===== config.mk =====
export PLATFORM = sky130hd
export DESIGN_NAME = popcount8
export DESIGN_NICKNAME = d
export VERILOG_FILES = /design/src/rtl/prbs8_checker_popcount8.sv
export SDC_FILE = /design/constraint.sdc
export NUM_CORES = 1
export LEC_CHECK = 0
export ABC_AREA = 1
export BUFFER_PORTS_ARGS = -buffer_cell sky130_fd_sc_hd__clkbuf_2
export CORE_AREA = 2 2 39 41
export DETAILED_ROUTE_END_ITERATION = 12
export DIE_AREA = 0 0 41 43
export PLACE_DENSITY = 0.33
export SLEW_MARGIN = 20
export SYNTH_ARGS = -nofsm -noshare
export SYNTH_HDL_FRONTEND = slang
export SYNTH_SLANG_ARGS = --single-unit

===== constraint.sdc =====
create_clock -name vclk -period 3.5
set_input_delay 0.175 -clock vclk [all_inputs]
set_output_delay 0.175 -clock vclk [all_outputs]
set_load 0.01 [all_outputs]

===== src/rtl/prbs8_checker_popcount8.sv =====
// Combinational population count of an 8-bit word.
module popcount8 (
  input  logic [7:0] x,
  output logic [3:0] cnt
);
  always_comb begin
    cnt = '0;
    for (int i = 0; i < 8; i++) begin
      cnt = cnt + {3'b000, x[i]};
    end
  end
endmodule


==> results.cfg <==
[run_status]
run_status = finished clean

[global_routing]
met1_usage_pct = 5.788
grt_antenna_before_repair = 0
grt_usage_pct = 3.916
grt_max_degree = 5
gr-total-overflow = 0
grt_pass1_wl_microns = 531
grt_pass1_vias = 158
grt.met2_usage_pct = 6.563
met3_usage_pct = 0
grt_busiest_layer = met2

[clocking]
cts_resized = 0
postCtsHoldBufs = 0
cts_setup_buffers = 0

[setup_path]
startpoint_type = input port
worstSetupPathType = in2out
critPathBufInv = 6
crit_path_top_delay_cell = fa_1
critPathMaxFanout = 2
cp_data_required_time_ns = 3.32
worstPathArrival_ns = 2.63
path_cells = clkbuf_2 -> inv_1 -> fa_1 -> fa_1 -> fa_1 -> inv_1 -> ha_1 -> inv_1 -> fa_1 -> inv_1 -> nand2_1 -> nand2_1 -> clkbuf_2
critPathMaxStageDelay_ns = 0.55
critPathCaptureType = output pin
path_delay_family = adder cells

[routing]
wl_microns = 311
vias = 187
drc = 0
ant_nets = 0
drt-pass1-iter-count = 1
first_iter_violations = 0
drt-vias-per-instance = 3.281
wl_per_cell_microns = 5.456

[floorplanning]
dieArea_sq_um = 1763
design.portCount = 12
die_y_microns = 43
die_x_microns = 41
core-area_sq_um = 1384
core.rowCount = 14
start_util_pct = 14.56

[synthesis]
synth_area_sq_um = 201.4
synthCells = 29
synth.area.top_cells = fa_1, inv_1, ha_1
avgSynthCellArea_sq_um = 6.946
synthesis.nets = 44
yosys.area.top_type_share_pct = 39.75
yosys-top-cells-count = inv_1, nand2_1, fa_1
synth_cell_types = 5
yosysWarningCount = 0
yosys.area.top_type = fa_1
yosysSeqAreaShare_pct = 0
synth_most_common_cell = inv_1

[placed_design]
gp_congestion = 0.6448
dp_hpwl_microns = 315.4
dp.cells = 57
io_buffers = 12

[final_layout]
seq_cell_count = 0
final_nets = 58
post-route-util_pct = 20.34
fillers = 166
nClkBuffers = 0
stdcell_count = 57
regArea_sq_um = 0
final_layout_size_suffix_gt1_share_pct = 29.27
syn2layout_area_growth_pct = 39.75
antenna_cells = 0

[power]
leakagePower_nw = 0.2005
p_clk_share_pct = 0
p_int_uw = 34.62
switching_power_uw = 41.68
sw_frac_of_total_pct = 54.62
ir_worst_vdd_v = 0.00005408
p_per_area_nw_per_um2 = 271.0
p_comb_share_pct = 100.0
seq_power_share_pct = 0

[timing]
max_slew.worst_pin.slew_ns = 0.1385
max_freq_ghz = 0.3564
setup_tns_ns = 0
rsz0062_at_grt = no
relSlewSlack_pct = 90.76
fin_crit_ns = 2.806
finalMaxSlewViolations = 0
setup_viol = 0
finalHoldViolCount = 0
finalCritPeriodShare_pct = 80.16

[flow_run]
maxCapViolCount = 0

[min_path]
hold_path.class = in2out
## power by group through the flow
stage               Combinational (mW)  Clock [mW]  Sequential [mW]
finish                          0.0763           0                0
global route                    0.0912           0                0
CTS                             0.0796           0                0
detailed placement              0.0790           0                0
global placement                0.0790           0                0
floorplan                       0.0525           0                0
## cell families (layout without fill, tap and decap cells)
family,after synthesis,in the layout,share of synthesized area [%]
adder cells (fa/ha/maj),7,7,58.39
buffers and inverters,16,28,29.81
AND/OR/NAND/NOR,6,6,11.80
## tightest hold or removal path: cells and delay by family
family / cells / cell delay (ns)
adder cells (fa/ha/maj): 1 / 0.12
buffers and inverters: 2 / 0.20
## cell usage in the layout, fill, tap and decap left out
master | synthesis | routed
nand3_1 | 1 | 1
clkbuf_2 | 0 | 12
inv_1 | 16 | 16
nand2_1 | 5 | 5
ha_1 | 3 | 3
fa_1 | 4 | 4
## final cells by class
class / count / area [sq um] / area share (%)
Timing Repair Buffer: 12 / 60.06 / 21.33
Inverter: 16 / 60.06 / 21.33
Tap cell: 16 / 20.02 / 7.111
Multi-Input combinational cell: 13 / 141.4 / 50.22
## metrics by stage
stage               worst slack, ns  total power [mW]  instance area (sq um)  hold WS [ns]
global placement             0.6645           0.07901                  281.5        0.6645
finish                       0.6944           0.07630                  281.5        0.6751
detailed placement           0.6740           0.07898                  281.5        0.6781
global route                 0.5467           0.09115                  281.5        0.7001
CTS                          0.6623           0.07964                  281.5        0.6834
floorplan                    0.9112           0.05248                  201.4        0.5007
## path summary, 6_finish.rpt
path,from,to,slack (ns),depth (start not counted)
max,x[0],cnt[2],0.69,13
min,x[2],cnt[0],0.68,3
## metal layers
metal / part of all wire, % / vias to the layer above
li1: - / 99
met1: 46 / 82
met2: 44 / 6
met3: 9.6 / 0
met4: 0 / 0
met5: 0 / -
Note: power is estimated with default switching activity, not from simulation.
